<file path="config.mk">
export PLATFORM = sky130hd
export DESIGN_NAME = fetch_line_ctrl_flat
export DESIGN_NICKNAME = d
export VERILOG_FILES = /design/src/rtl/fetch_pkg.sv /design/src/rtl/fetch_line_ctrl_if.sv /design/src/rtl/fetch_credit_ctr.sv /design/src/rtl/fetch_line_ctrl.sv /design/src/flat_wrapper.sv
export SDC_FILE = /design/constraint.sdc
export NUM_CORES = 1
export LEC_CHECK = 0
export CAP_MARGIN = 5
export CORE_AREA = 3 3 484 486
export DETAILED_ROUTE_END_ITERATION = 7
export DIE_AREA = 0 0 487 489
export PLACE_DENSITY = 0.4
export SETUP_SLACK_MARGIN = 0.4
export SYNTH_ARGS = -nofsm -noshare
export SYNTH_HDL_FRONTEND = slang
export SYNTH_SLANG_ARGS = --single-unit
</file>
<file path="constraint.sdc">
create_clock -name clk -period 3.7 [get_ports clk]
set_input_delay 0.37 -clock clk [delete_from_list [all_inputs] [get_ports clk]]
set_output_delay 0.37 -clock clk [all_outputs]
set_load 0.02 [all_outputs]
</file>
<file path="src/rtl/fetch_pkg.sv">
// Shared constants, state type and helpers for the fetch line sequencer.
package fetch_pkg;
  localparam int LINE_BYTES = 64;
  localparam int LINE_INSTS = 16;
  localparam int INST_W     = 32;
  localparam int OFF_W      = $clog2(LINE_BYTES);
  localparam int IDX_W      = $clog2(LINE_INSTS);
  localparam int CRED_W     = 5;
  localparam logic [63:0] RESET_PC_DEF = 64'h8000_0000;

  typedef enum logic [1:0] {IDLE, REQ, WAIT, DROP} fetch_state_t;

  // Number of ibuffer entries a delivered line occupies.
  function automatic logic [CRED_W-1:0] slots_used(input logic [IDX_W-1:0] start_idx);
    return CRED_W'(LINE_INSTS) - CRED_W'(start_idx);
  endfunction
endpackage

</file>
<file path="src/rtl/fetch_line_ctrl_if.sv">
// Fetch-to-arbiter line request/response channel.
interface fetch_line_ctrl_if #(
  parameter int ADDR_W = 64,
  parameter int LINE_W = 512
);
  logic              ifu2arb_req;
  logic [ADDR_W-1:0] ifu2arb_addr;
  logic              arb2ifu_gnt;
  logic              arb2ifu_rvalid;
  logic [LINE_W-1:0] arb2ifu_rdata;

  modport master (
    output ifu2arb_req, ifu2arb_addr,
    input  arb2ifu_gnt, arb2ifu_rvalid, arb2ifu_rdata
  );

  modport slave (
    input  ifu2arb_req, ifu2arb_addr,
    output arb2ifu_gnt, arb2ifu_rvalid, arb2ifu_rdata
  );
endinterface

</file>
<file path="src/rtl/fetch_credit_ctr.sv">
// Free-entry credit counter for the instruction buffer; reload restores full depth.
module fetch_credit_ctr
  import fetch_pkg::*;
#(
  parameter int IB_DEPTH = 24
)(
  input  logic              clk,
  input  logic              rst_n,
  input  logic [CRED_W-1:0] consume,
  input  logic              pop,
  input  logic              reload,
  output logic [CRED_W-1:0] credits,
  output logic              can_fetch
);
  localparam logic [CRED_W:0] DEPTH_W = (CRED_W+1)'(IB_DEPTH);

  logic [CRED_W:0] avail;
  logic [CRED_W:0] net;

  assign avail = {1'b0, credits} + {{CRED_W{1'b0}}, pop};
  assign net   = avail - {1'b0, consume};

  always_ff @(posedge clk or negedge rst_n) begin
    if (!rst_n)              credits <= DEPTH_W[CRED_W-1:0];
    else if (reload)         credits <= DEPTH_W[CRED_W-1:0];
    else if (net > DEPTH_W)  credits <= DEPTH_W[CRED_W-1:0];
    else                     credits <= net[CRED_W-1:0];
  end

  assign can_fetch = credits >= CRED_W'(LINE_INSTS);

  a_no_underflow: assert property (@(posedge clk) disable iff (!rst_n)
    reload || (avail >= {1'b0, consume}));
endmodule

</file>
<file path="src/rtl/fetch_line_ctrl.sv">
// Fetch line sequencer: one outstanding 64-byte line request at a time, returned
// lines forwarded to the ibuffer, throttled by ibuffer credits, flushed on redirect.
module fetch_line_ctrl
  import fetch_pkg::*;
#(
  parameter int                ADDR_W   = 64,
  parameter int                LINE_W   = LINE_INSTS * INST_W,
  parameter int                IB_DEPTH = 24,
  parameter logic [ADDR_W-1:0] RESET_PC = ADDR_W'(RESET_PC_DEF)
)(
  input  logic              clk,
  input  logic              rst_n,
  input  logic              redirect_valid,
  input  logic [ADDR_W-1:0] redirect_target,
  input  logic              fetch_hold,
  input  logic              ib_pop,
  fetch_line_ctrl_if.master arb,
  output logic              ib_line_valid,
  output logic [LINE_W-1:0] ib_line_data,
  output logic [ADDR_W-1:0] ib_line_pc,
  output logic [IDX_W-1:0]  ib_line_start_idx,
  output logic              ib_clear,
  output logic              busy
);
  // state | meaning
  // IDLE  | nothing outstanding; request once credits allow and no hold
  // REQ   | request driven with stable address, waiting for grant
  // WAIT  | granted, waiting for the line to return
  // DROP  | granted line went stale on redirect; swallow its response

  localparam logic [ADDR_W-1:0] LINE_MASK  = ~ADDR_W'(LINE_BYTES - 1);
  localparam logic [ADDR_W-1:0] INST_MASK  = ~ADDR_W'(3);
  localparam logic [ADDR_W-1:0] RESET_ADDR = RESET_PC & LINE_MASK;

  fetch_state_t      state_q, state_d;
  logic [ADDR_W-1:0] pc_q, pc_d, line_pc;
  logic              first_q, first_d;
  logic [IDX_W-1:0]  start_idx;
  logic [CRED_W-1:0] consume, credits;
  logic              can_fetch, deliver;

  assign line_pc   = pc_q & LINE_MASK;
  assign start_idx = first_q ? pc_q[OFF_W-1:2] : '0;
  assign deliver   = (state_q == WAIT) && arb.arb2ifu_rvalid && !redirect_valid;

  fetch_credit_ctr #(.IB_DEPTH(IB_DEPTH)) u_credit (
    .clk       (clk),
    .rst_n     (rst_n),
    .consume   (consume),
    .pop       (ib_pop),
    .reload    (redirect_valid),
    .credits   (credits),
    .can_fetch (can_fetch)
  );

  always_ff @(posedge clk or negedge rst_n) begin
    if (!rst_n) state_q <= IDLE;
    else        state_q <= state_d;
  end

  always_comb begin
    state_d = state_q;
    if (redirect_valid) begin
      // A granted request still owes one response, so it must be drained in DROP.
      case (state_q)
        IDLE:       state_d = IDLE;
        REQ:        state_d = arb.arb2ifu_gnt ? DROP : IDLE;
        WAIT, DROP: state_d = arb.arb2ifu_rvalid ? IDLE : DROP;
        default:    state_d = IDLE;
      endcase
    end else begin
      case (state_q)
        IDLE:    if (can_fetch && !fetch_hold) state_d = REQ;
        REQ:     if (arb.arb2ifu_gnt)          state_d = WAIT;
        WAIT:    if (arb.arb2ifu_rvalid)       state_d = IDLE;
        DROP:    if (arb.arb2ifu_rvalid)       state_d = IDLE;
        default:                               state_d = IDLE;
      endcase
    end
  end

  always_comb begin
    pc_d    = pc_q;
    first_d = first_q;
    consume = '0;
    if (redirect_valid) begin
      pc_d    = redirect_target & INST_MASK;
      first_d = 1'b1;
    end else if (deliver) begin
      pc_d    = line_pc + ADDR_W'(LINE_BYTES);
      first_d = 1'b0;
      consume = slots_used(start_idx);
    end
  end

  always_ff @(posedge clk or negedge rst_n) begin
    if (!rst_n) begin
      pc_q              <= RESET_PC;
      first_q           <= 1'b1;
      arb.ifu2arb_req   <= 1'b0;
      arb.ifu2arb_addr  <= RESET_ADDR;
      ib_line_valid     <= 1'b0;
      ib_line_data      <= '0;
      ib_line_pc        <= '0;
      ib_line_start_idx <= '0;
      ib_clear          <= 1'b0;
      busy              <= 1'b0;
    end else begin
      pc_q             <= pc_d;
      first_q          <= first_d;
      arb.ifu2arb_req  <= (state_d == REQ);
      arb.ifu2arb_addr <= pc_d & LINE_MASK;
      ib_line_valid    <= deliver;
      ib_clear         <= redirect_valid;
      busy             <= (state_d != IDLE);
      if (deliver) begin
        ib_line_data      <= arb.arb2ifu_rdata;
        ib_line_pc        <= line_pc;
        ib_line_start_idx <= start_idx;
      end
    end
  end

  a_credit_cap: assert property (@(posedge clk) disable iff (!rst_n)
    credits <= CRED_W'(IB_DEPTH));
endmodule

</file>
<file path="src/flat_wrapper.sv">
// flat-port wrapper written by rule: the top's interface ports become plain ports
module fetch_line_ctrl_flat import fetch_pkg::*;
#(
  parameter int                ADDR_W   = 64,
  parameter int                LINE_W   = LINE_INSTS * INST_W,
  parameter int                IB_DEPTH = 24,
  parameter logic [ADDR_W-1:0] RESET_PC = ADDR_W'(RESET_PC_DEF)
)
  (clk, rst_n, redirect_valid, redirect_target, fetch_hold, ib_pop, ib_line_valid, ib_line_data, ib_line_pc, ib_line_start_idx, ib_clear, busy, arb_ifu2arb_req, arb_ifu2arb_addr, arb_arb2ifu_gnt, arb_arb2ifu_rvalid, arb_arb2ifu_rdata);
  fetch_line_ctrl_if #(.ADDR_W(ADDR_W), .LINE_W(LINE_W)) arb_i ();
  input  logic clk;
  input  logic rst_n;
  input  logic redirect_valid;
  input  logic [ADDR_W-1:0] redirect_target;
  input  logic fetch_hold;
  input  logic ib_pop;
  output logic ib_line_valid;
  output logic [LINE_W-1:0] ib_line_data;
  output logic [ADDR_W-1:0] ib_line_pc;
  output logic [IDX_W-1:0] ib_line_start_idx;
  output logic ib_clear;
  output logic busy;
  output wire logic [$bits(arb_i.ifu2arb_req)-1:0] arb_ifu2arb_req;
  output wire logic [$bits(arb_i.ifu2arb_addr)-1:0] arb_ifu2arb_addr;
  input wire logic [$bits(arb_i.arb2ifu_gnt)-1:0] arb_arb2ifu_gnt;
  input wire logic [$bits(arb_i.arb2ifu_rvalid)-1:0] arb_arb2ifu_rvalid;
  input wire logic [$bits(arb_i.arb2ifu_rdata)-1:0] arb_arb2ifu_rdata;
  assign arb_ifu2arb_req = arb_i.ifu2arb_req;
  assign arb_ifu2arb_addr = arb_i.ifu2arb_addr;
  assign arb_i.arb2ifu_gnt = arb_arb2ifu_gnt;
  assign arb_i.arb2ifu_rvalid = arb_arb2ifu_rvalid;
  assign arb_i.arb2ifu_rdata = arb_arb2ifu_rdata;
  fetch_line_ctrl #(.ADDR_W(ADDR_W), .LINE_W(LINE_W), .IB_DEPTH(IB_DEPTH), .RESET_PC(RESET_PC)) u_core (.clk(clk), .rst_n(rst_n), .redirect_valid(redirect_valid), .redirect_target(redirect_target), .fetch_hold(fetch_hold), .ib_pop(ib_pop), .arb(arb_i), .ib_line_valid(ib_line_valid), .ib_line_data(ib_line_data), .ib_line_pc(ib_line_pc), .ib_line_start_idx(ib_line_start_idx), .ib_clear(ib_clear), .busy(busy));
endmodule
</file>
==> implementation parameters <==
Parameter                              Value

Power and ir drop
  Cell internal pwr    22100 uW
  Net switching power of the design    15300 uW
  Clock share of power    24.1%
  Sw Share    40.8%
  Maximum VDD drop    0.439 mV
  LEAKAGE    0.0202 uW
  Comb power frac    43.9%
  Share of power burned in registers    32.0%
  Power per cell area    832 mW/mm^2

Worst setup path
  Worst path arrival time    3.64 ns
  Nature of the critical path startpoint    flop
  Worst r2r dst    u_core.u_credit.credits[1]$_DFF_PN0_
  CP Class    flop to flop
  Element type at the critical path end    flop
  Max FO, Critical Path    6
  Worst setup startpoint    u_core.state_q[0]$_DFF_PN0_
  Critical path required time    4.23 ns
  FF-to-FF Start    u_core.state_q[0]$_DFF_PN0_
  FF-to-FF path depth    15
  Endpoint of the most critical setup path    u_core.u_credit.credits[1]$_DFF_PN0_
  Register-to-register path setup slack    0.59 ns

Drt
  Violation count after the first detailed-routing iteration    1174
  Total Wirelength    170000 um
  ANT nets after route    0
  Vias per inst    3.44
  DRC violation count after routing    0
  Routed via count    25100
  WL per Instance    23.3 um
  First-pass detailed-route iteration total    5

Timing
  Worst-case setup margin in the final layout    0.588 ns
  Worst setup skew after layout    0.0477 ns
  Time the worst path needs with I/O delays and setup    3.11 ns
  Worst-Margin Slew    0.892 ns
  Count of pins over their slew limit    0
  Headroom to the max-slew limit    40.5%
  Sum of negative setup slack    0 ns
  Final count of negative-setup-slack endpoints    0
  RSZ-0062 raised after global routing    no
  Post-route fraction of the period consumed by the critical path    84.1%
  Fmax    321 MHz
  Endpoints failing hold    0

Synth
  Yosys cell types    49
  Synthesized flop and latch total    648
  Synth top area share    61.3%
  Top area cells in the synthesized netlist    sky130_fd_sc_hd__dfrtp_1, sky130_fd_sc_hd__nand2_1, sky130_fd_sc_hd__clkbuf_1, sky130_fd_sc_hd__buf_4, sky130_fd_sc_hd__o21ai_0
  Yosys synthesis warning count    0
  Synthesized instance count    3001
  Cell type with the largest total area after synthesis    sky130_fd_sc_hd__dfrtp_1
  Post-Syn Area per Cell    8.76 um^2
  Combined area of all synthesized cells    0.0263 mm^2
  Share of synthesized area occupied by flip-flops and latches    61.7%

Layout
  Total of fill cells in the finished design    25600
  Sequential standard cell area    0.0162 mm^2
  Top library cells by usage in the layout, fill and taps aside    sky130_fd_sc_hd__nand2_1, sky130_fd_sc_hd__clkdlybuf4s50_1, sky130_fd_sc_hd__dfrtp_1
  Most common cell after layout, fill and taps aside    sky130_fd_sc_hd__nand2_1
  Layout Nets    4757
  Fraction of final layout cells sized beyond drive strength 1    5.27%
  Multi-input logic area    0.00894 mm^2
  Layout overhead on the synthesized area    71.1%
  Final Core Density    19.5%

Status
  Outcome    finished clean

Die
  Total die area    0.238 mm^2
  Boundary pin count    1231
  Starting density of the core    11.4%
  Core outline area    0.230 mm^2
  Die Wd    487 um
  Die Ht    489 um
  Number of core rows    176

Clock tree
  CTS clock-pin slew for the worst setup and hold paths    0.06 ns
  Sinks on Clock Net    648
  CTS root buffer    sky130_fd_sc_hd__clkbuf_16
  Htree depth    3
  Largest buffer count on any clock path    3
  Insertion delay to the later sink of the worst-skew pair    0.71 ns
  Number of buffers created by CTS    88
  CTS tree    done

GRT
  Gr usage total    13.7%
  Pin count of the biggest net entering global routing    158
  Antenna violations before repair    79
  Wire length of the first global-routing pass    226000 um
  Number of global-route vias before repair    25700
  Grt ovf    0

Hold path
  Hold Crit Class    input port to flop

Place
  Routability-driven placement congestion ratio    0.856
  Post-detailed-placement half-perimeter wirelength    135000 um
  Buffers on Ports    1216
  Setup slack at placement    0.0505 ns

Job
  Max cap viols    0
[synth_stat cells, drive strengths merged]
| library cell | instances |
|---|---|
| a31oi | 9 |
| xnor2 | 17 |
| nand2 | 1782 |
| nor4 | 17 |
| and2 | 1 |
| a211oi | 1 |
| buf | 80 |
| mux2 | 3 |
| a21boi | 1 |
| a221o | 4 |
| a21oi | 3 |
| ha | 12 |
| o21ai | 54 |
| o311ai | 6 |
| clkbuf | 145 |
| a211o | 2 |
| nand4 | 29 |
| a22oi | 3 |
| and4 | 4 |
| nor4b | 3 |
| mux2i | 3 |
| a21o | 2 |
| or3 | 15 |
| conb | 1 |
| xor2 | 20 |
| or4b | 1 |
| o31ai | 3 |
| nand3 | 32 |
| and3 | 7 |
| nand3b | 1 |
| inv | 16 |
| nor2b | 8 |
| nor3b | 4 |
| nor3 | 8 |
| fa | 1 |
| o41ai | 1 |
| o211ai | 8 |
| nor2 | 26 |
| dfrtp | 644 |
| or4 | 14 |
| dfstp | 4 |
| and3b | 1 |
| or2 | 5 |
[power by group through the flow]
| stage | combinational, uW | sequential, uW | clock, uW |
|---|---|---|---|
| after floorplan | 3170 | 15200 | 0 |
| after global placement | 16800 | 12000 | 0 |
| after detailed placement | 16800 | 12000 | 0 |
| after CTS | 16800 | 12000 | 9490 |
| after global routing | 17700 | 12400 | 9710 |
| final | 16400 | 12000 | 9010 |
[layout make-up]
class	instances	share of cell area, %
Tap cell	3026	8.42
Timing Repair Buffer	1284	28.7
Sequential cell	648	36.1
Clock buffer	134	5.76
Multi-Input combinational cell	2123	19.9
Antenna cell	23	0.128
Clock inverter	30	0.910
Inverter	16	0.150
[per-stage QoR]
stage               area [um^2]  std cells  hold slack (ns)  power, uW
global placement          41900       7095            0.423      28800
floorplan                 26300       3012           0.0744      18400
global route              44900       7265            0.130      39800
CTS                       44900       7261           0.0754      38300
finish                    45000       7284            0.187      37400
detailed placement        41900       7095            0.424      28800
[worst max-delay path: stages, from the launching register on]
cell	delay (ns)
sky130_fd_sc_hd__dfrtp_1	0.43
sky130_fd_sc_hd__inv_1	0.09
sky130_fd_sc_hd__nand4_1	0.08
sky130_fd_sc_hd__buf_4	0.18
sky130_fd_sc_hd__buf_4	0.16
sky130_fd_sc_hd__inv_8	0.07
sky130_fd_sc_hd__nand2_1	0.05
sky130_fd_sc_hd__ha_1	0.30
sky130_fd_sc_hd__inv_1	0.07
sky130_fd_sc_hd__fa_1	0.46
sky130_fd_sc_hd__nor2b_1	0.15
sky130_fd_sc_hd__o21ai_0	0.13
sky130_fd_sc_hd__nor3b_2	0.18
sky130_fd_sc_hd__nor4b_1	0.32
sky130_fd_sc_hd__buf_4	0.20
sky130_fd_sc_hd__nor4_1	0.05
[flip-flops by register name, indices dropped and copies added (netlist names)]
| register | flops |
|---|---|
| u_core.ib_clear | 1 |
| u_core.ib_line_data | 512 |
| u_core.u_credit.credits | 5 |
| u_core.busy | 1 |
| u_core.first_q | 1 |
| u_core.ib_line_pc | 58 |
| u_core.ib_line_valid | 1 |
| u_core.state_q | 2 |
| u_core.pc_q | 4 |
| u_core.arb.ifu2arb_addr | 58 |
| u_core.ib_line_start_idx | 4 |
| u_core.arb.ifu2arb_req | 1 |
[worst min path at each step]
stage | start | to | slack [ns] | cells after the start
after floorplan | rst_n | u_core.arb.ifu2arb_addr[10]$_DFFE_PN0P_ | 0.07 | 0
after global placement | rst_n | u_core.ib_line_data[369]$_DFFE_PN0N_ | 0.42 | 1
after detailed placement | rst_n | u_core.ib_line_data[369]$_DFFE_PN0N_ | 0.42 | 1
after CTS | arb_arb2ifu_rdata[260] | u_core.ib_line_data[260]$_DFFE_PN0N_ | 0.08 | 3
after global routing | arb_arb2ifu_rdata[244] | u_core.ib_line_data[244]$_DFFE_PN0N_ | 0.13 | 3
final | arb_arb2ifu_rdata[0] | u_core.ib_line_data[0]$_DFFE_PN0N_ | 0.19 | 3
[layer usage]
metal	part of all wire [%]	routed length (um)	track usage, %
met1	40	67700	15.8
met2	44	74400	21.1
met3	14	23000	8.28
met4	2.6	4350	3.74
met5	0.20	343	0
[kinds of logic (layout without fill, tap and decap cells)]
| logic type | count (synthesis) | after routing | share of synthesized area (%) |
|---|---|---|---|
| fa+ha+maj | 13 | 13 | 0.647 |
| flops | 648 | 648 | 61.7 |
| simple gates | 1958 | 1958 | 29.4 |
| mux | 6 | 6 | 0.243 |
| compound gates | 97 | 97 | 2.27 |
| xor+xnor | 37 | 37 | 1.23 |
| buf+inv | 241 | 1464 | 4.45 |
| other cells | 1 | 35 | 0.0143 |
[timing repair]
item                                    CTS  global route
hold endpoints to repair                 44             0
resized for setup                         0             3
buffers inserted                          1             0
hold buffers                              1             0
pin swaps                                 1             0
endpoints found under the setup margin    1             1
No activity file was read; power rests on OpenSTA's default activity.
